## src/rtl/clock_divider.sv

```systemverilog
// Programmable integer divider: clk_out period = max(div,2) clk cycles, high phase = ceil/low = floor.
// Latency: clk_out rises on the first clk edge after reset release; div is sampled only at each reload.
// No backpressure; optional one-cycle reload strobe 'tick' when CLKDIV_TICK_EN is defined.
module clock_divider #(
  parameter int WIDTH = 17
) (
  input  logic             clk,
  input  logic             rst_n,
  input  logic [WIDTH-1:0] div,
`ifdef CLKDIV_TICK_EN
  output logic             tick,
`endif
  output logic             clk_out
);

  localparam logic [WIDTH-1:0] ONE = WIDTH'(1);
  localparam logic [WIDTH-1:0] TWO = WIDTH'(2);

  logic [WIDTH-1:0] cnt_q, cnt_d;
  logic [WIDTH-1:0] div_q, div_d;
  logic             clk_out_q, clk_out_d;
  logic [WIDTH-1:0] div_eff;
  logic [WIDTH-1:0] cnt_dec;
  logic             reload;

  // Ratios below 2 cannot form a square wave, so they alias to 2.
  assign div_eff = (div < TWO) ? TWO : div;
  assign cnt_dec = cnt_q - ONE;
  assign reload  = (cnt_q == '0);

  always_comb begin
    cnt_d     = cnt_q;
    div_d     = div_q;
    clk_out_d = clk_out_q;
    if (reload) begin
      div_d     = div_eff;
      cnt_d     = div_eff - ONE;
      clk_out_d = 1'b1;
    end else begin
      cnt_d     = cnt_dec;
      clk_out_d = (cnt_dec >= (div_q >> 1));
    end
  end

  always_ff @(posedge clk or negedge rst_n) begin
    if (!rst_n) begin
      cnt_q     <= '0;
      div_q     <= TWO;
      clk_out_q <= 1'b0;
    end else begin
      cnt_q     <= cnt_d;
      div_q     <= div_d;
      clk_out_q <= clk_out_d;
    end
  end

  assign clk_out = clk_out_q;

`ifdef CLKDIV_TICK_EN
  logic tick_q, tick_d;

  assign tick_d = reload;

  always_ff @(posedge clk or negedge rst_n) begin
    if (!rst_n) begin
      tick_q <= 1'b0;
    end else begin
      tick_q <= tick_d;
    end
  end

  assign tick = tick_q;
`endif

endmodule

```

## config.mk

```make
export PLATFORM = sky130hd
export DESIGN_NAME = clock_divider
export DESIGN_NICKNAME = d
export VERILOG_FILES = /design/src/rtl/clock_divider.sv
export SDC_FILE = /design/constraint.sdc
export NUM_CORES = 1
export LEC_CHECK = 0
export CAP_MARGIN = 15
export CORE_MARGIN = 5
export CORE_UTILIZATION = 51
export CTS_BUF_LIST = sky130_fd_sc_hd__clkbuf_8
export CTS_CLUSTER_DIAMETER = 120
export CTS_CLUSTER_SIZE = 40
export DETAILED_ROUTE_END_ITERATION = 6
export PLACE_DENSITY = 0.72
export SYNTH_ARGS = -nofsm -noshare
export SYNTH_HDL_FRONTEND = slang
export SYNTH_SLANG_ARGS = --single-unit
export TNS_END_PERCENT = 20
```

## constraint.sdc

```tcl
create_clock -name clk -period 3.9 [get_ports clk]
set_input_delay 1.17 -clock clk [delete_from_list [all_inputs] [get_ports clk]]
set_output_delay 1.17 -clock clk [all_outputs]
set_load 0.01 [all_outputs]
```

# --- Word level (Yosys, flattened, before mapping) ---
# Index checks and enable logic that the tools add are counted.
op_classes:
  addsub: 2
  n_reduce_logical: 1
  order_cmp: 2
  n_mux: 3
ops:
  columns: ["operator", "count"]
  rows:
  - ["$mux 17", 2]
  - ["$sub 17x1->17 const B", 2]
  - ["$ge 17x16->1", 1]
  - ["$logic_not 17->1", 1]
  - ["$lt 17x2->1 const B", 1]
  - ["$mux 1", 1]
totals:
  register_bits: 35
  input_bits: 19
  output_inout_bits: 1
  elab_cells: 11

# --- Longest topological paths before layout ---
logic_depth:
  ltp_word: 4
  depth_mapped: 12
  depth_no_buf: 12

# --- Worst setup path before layout ---
# OpenSTA, ideal clock, no wires.
synth_timing:
  path_kind: "input to register"
  startpoint: "in div[12]"
  endpoint: "reg cnt_q[12]"
  arrival_ns: 2.985
  path_slack_ns: 0.789
  cell_stages: 8
  required_ns: 3.774
  setup_time_ns: 0.126
  n_path_buf: 0
  cell_sequence: "nor4_1 nand3_1 o41ai_1 ha_1 nand3_1 nor4_1 xnor2_1 a21oi_1"
synth_between:
  elab_chain_cells: 4
synth_lines:
  columns: ["element", "line_no", "rtl"]
  rows:
  - ["start, declared", "9", "input logic [WIDTH-1:0] div,"]
  - ["$lt 17x2->1", "27", "assign div_eff = (div < TWO) ? TWO : div;"]
  - ["$mux 17 (*)", "27", null]
  - ["$sub 17x1->17 (*)", "37", "cnt_d = div_eff - ONE;"]
  - ["$mux 17 (*)", "35", "if (reload) begin"]
  - ["named net cnt_d[12]", "19", "logic [WIDTH-1:0] cnt_q, cnt_d;"]
  - ["end signal, assigned", "51", "cnt_q <= cnt_d;"]
  - ["end, declared", "19", null]
# The timed path passes the listed nets; every way through them passes the cells marked *.
# A chain may end at the register's enable or synchronous reset.

# --- Worst setup path in the final report ---
layout_timing:
  startpoint: "in div[7]"
  endpoint: "reg cnt_q[12]"
# Same word-level chain as after synthesis.

==> impl_metrics.env <==
export IMPL_outcome="finished, final reports clean"
export IMPL_antenna_cells=0
export IMPL_setup_viol=0
export IMPL_ys_seq_area_share_pct=37.46
export IMPL_yosysTopAreaCell="dfrtp_1"
export IMPL_max_cap_viol_count=0
export IMPL_ios=20
export IMPL_crit_path_end_kind="flip-flop"
export IMPL_htree_levels=2
export IMPL_cp_arrival_ns=3.66
export IMPL_grt_use_total_pct=18.54
export IMPL_critPathMaxStageDelay_ns=0.47
export IMPL_firstDrtPassIters=4
export IMPL_switching_power_w=0.0003120
export IMPL_layout_common_cells="dfrtp_1, nor2_1, nand2_1, inv_1"
export IMPL_clk_latency_ns=0.29
export IMPL_grt_pass1_vias=1869
export IMPL_r2r_cells=9
export IMPL_tns_ns=0
export IMPL_min_path_cells=2
export IMPL_combPwrFrac_pct=26.7
export IMPL_vias=1918
export IMPL_drive_gt1_share_pct=8.070
export IMPL_timing_fmax_ghz=0.2873
export IMPL_synth_net_count=296
export IMPL_pwr_share_seq_pct=46.7
export IMPL_place_hpwl_um=4062
export IMPL_start_util_pct=52.24
export IMPL_cts_sinks=34
export IMPL_synthTopCellsByArea="dfrtp_1, ha_1, xnor2_1"
export IMPL_syn_area_sq_mm=0.002275
export IMPL_via_per_inst=5.691
export IMPL_grt_pass1_wl_um=8818
export IMPL_cts_resized=0
export IMPL_totalWireLength_um=5295
export IMPL_worstSetupPathDepth=9
export IMPL_cpMaxStageDelayCell="clkdlybuf4s50_1"
export IMPL_p_clk_share_pct=26.5
export IMPL_cpMostUsedCell="nand3_1"
export IMPL_grt_ovfl_total=0
export IMPL_cts_tree="done"
export IMPL_grt_max_degree=35
export IMPL_core_area_sq_mm=0.004354
export IMPL_final_common_cell="dfrtp_1"
export IMPL_hold_class="reg2reg"
export IMPL_critPathTopFamily="simple AND/OR/NAND/NOR gates"
export IMPL_p_int_w=0.0006177
export IMPL_postRouteAntennaNets=0
export IMPL_die_w_um=76.79
export IMPL_synth_cells=258
export IMPL_cp_max_fo=4
export IMPL_crit_type="in2reg"
export IMPL_cp_num_buf_inv=1
export IMPL_crit_chain="clkdlybuf4s50_1, nor3_1, nand3_1, o41ai_1, ha_1, nand3_1, nor4_1, xnor2_1, a21oi_1"
export IMPL_period_needed_ns=3.481
export IMPL_worst_setup_path_start_kind="input port"
export IMPL_switching_share_pct=33.56
export IMPL_syn_area_per_cell_sq_um=8.817
export IMPL_rows=24
export IMPL_ir_worst_vdd_mv=0.1858
export IMPL_drtIter0Drc=112
export IMPL_synth_top_area_share_pct=36.30
export IMPL_power_density_mw_per_mm2=352.2
export IMPL_synth_seq_cells=34
export IMPL_finalPower_w=0.0009298
export IMPL_ys_types=41
export IMPL_worstMarginPinSlew_ns=0.6439
export IMPL_fin_crit_sh_pct=89.25
export IMPL_wl_per_cell_um=15.71
export IMPL_root_buffer="clkbuf_8"
export IMPL_gp_congestion=0.8643
export IMPL_holdBufCountCts=0
export IMPL_dieArea_sq_mm=0.005896
export IMPL_nNetsFinal=323
export IMPL_hold_violations=0
export IMPL_post_cts_buffers=0
export IMPL_yosys_warnings=0
export IMPL_io_buffers=19
export IMPL_die_y_um=76.79
export IMPL_rsz0062_at_grt="false"
export IMPL_clkTransAtPathRegs_ns=0.07
export IMPL_cts_buffers_inserted=5
export IMPL_ctsLongestPathBuffers=2
export IMPL_max_slew_margin_pct=56.68
export IMPL_area_growth_pct=16.06
export IMPL_slew_violations=0
export IMPL_cp_required_ns=4.08
export IMPL_p_leak_nw=1.203
export IMPL_finClkSkew_ns=0.01098
export IMPL_grt_antenna_before_repair=0
export IMPL_whs_ns=0.4955
export IMPL_drc_errors=0
## Yosys cell counts, drive strengths merged
library cell / number
o22ai: 1
nor3: 10
or4b: 1
dfstp: 1
a21oi: 16
a2111oi: 1
and3: 3
a21o: 3
nor4b: 1
or4: 4
o311ai: 1
nand4: 4
dfrtp: 33
xnor2: 14
nor3b: 1
ha: 19
a31oi: 2
inv: 22
nor2: 26
xor2: 9
mux2: 1
o21a: 4
or3b: 1
o41ai: 3
buf: 9
nand3: 4
o2111ai: 2
and3b: 1
o21ai: 18
nand3b: 1
o211ai: 1
a221oi: 1
nor4: 6
o31ai: 5
or3: 4
nand2: 25
## metrics by stage
step | instance area (sq um) | worst slack (ns) | utilization [%] | cells
after detailed placement | 2561 | 0.1299 | 58.82 | 330
final | 2640 | 0.4192 | 60.63 | 337
after global routing | 2640 | 0.1431 | 60.63 | 337
after global placement | 2561 | 0.2619 | 58.82 | 330
after CTS | 2640 | 0.4171 | 60.63 | 337
after floorplan | 2275 | 0.7888 | - | 258
## registers in the layout (all words and copies together) (netlist names)
name,cells
cnt_q,17
div_q,16
clk_out,1
## cell type report
type,instances,area (sq um)
inverters,22,82.58
clock buffers,5,68.82
flip-flops and latches,34,852.1
clock inverters,2,10.01
well taps,52,65.06
multi-input cells,193,1296
repair buffers,29,265.3
fillers,380,1714
## tightest hold or removal path, cell delays in order, from the launching register on
cell,delay (ns)
dfrtp_1,0.35
nand2_1,0.05
o21ai_1,0.06
## power by group through the flow
stage,sequential (W),combinational [W],clock [W]
floorplan,0.000427,0.000159,0
global placement,0.000436,0.000242,0
detailed placement,0.000438,0.000247,0
CTS,0.000433,0.000248,0.000255
global route,0.000438,0.000286,0.000275
finish,0.000435,0.000248,0.000247
## per-layer routing
layer	global-route usage, %	up-vias	wire length, um
met5	0	-	0
met4	4.895	0	62
met3	3.864	6	216
met2	28.52	46	2425
met1	26.39	898	2591
li1	-	968	-
## cell families after synthesis
family / synth area share, %
flip-flops: 37.46
multiplexers: 0.4950
AND/OR/NAND/NOR: 20.90
adder cells (fa/ha/maj): 10.45
AO/OA/AOI/OAI: 15.68
XOR/XNOR: 9.186
buffers and inverters: 5.830
## final timing paths
check / slack, ns / end / startpoint
max in group asynchronous: 2.24 / div_q[1]$_DFFE_PN1P_ / rst_n
setup / recovery: 0.42 / cnt_q[12]$_DFF_PN0_ / div[7]
setup reg to reg: 0.64 / clk_out$_DFF_PN0_ / cnt_q[5]$_DFF_PN0_
hold reg to reg: 0.50 / div_q[6]$_DFFE_PN0P_ / div_q[6]$_DFFE_PN0P_
hold / removal: 0.50 / div_q[6]$_DFFE_PN0P_ / div_q[6]$_DFFE_PN0P_
min in group asynchronous: 1.29 / div_q[10]$_DFFE_PN0P_ / rst_n
No activity file was read; power rests on OpenSTA's default activity.
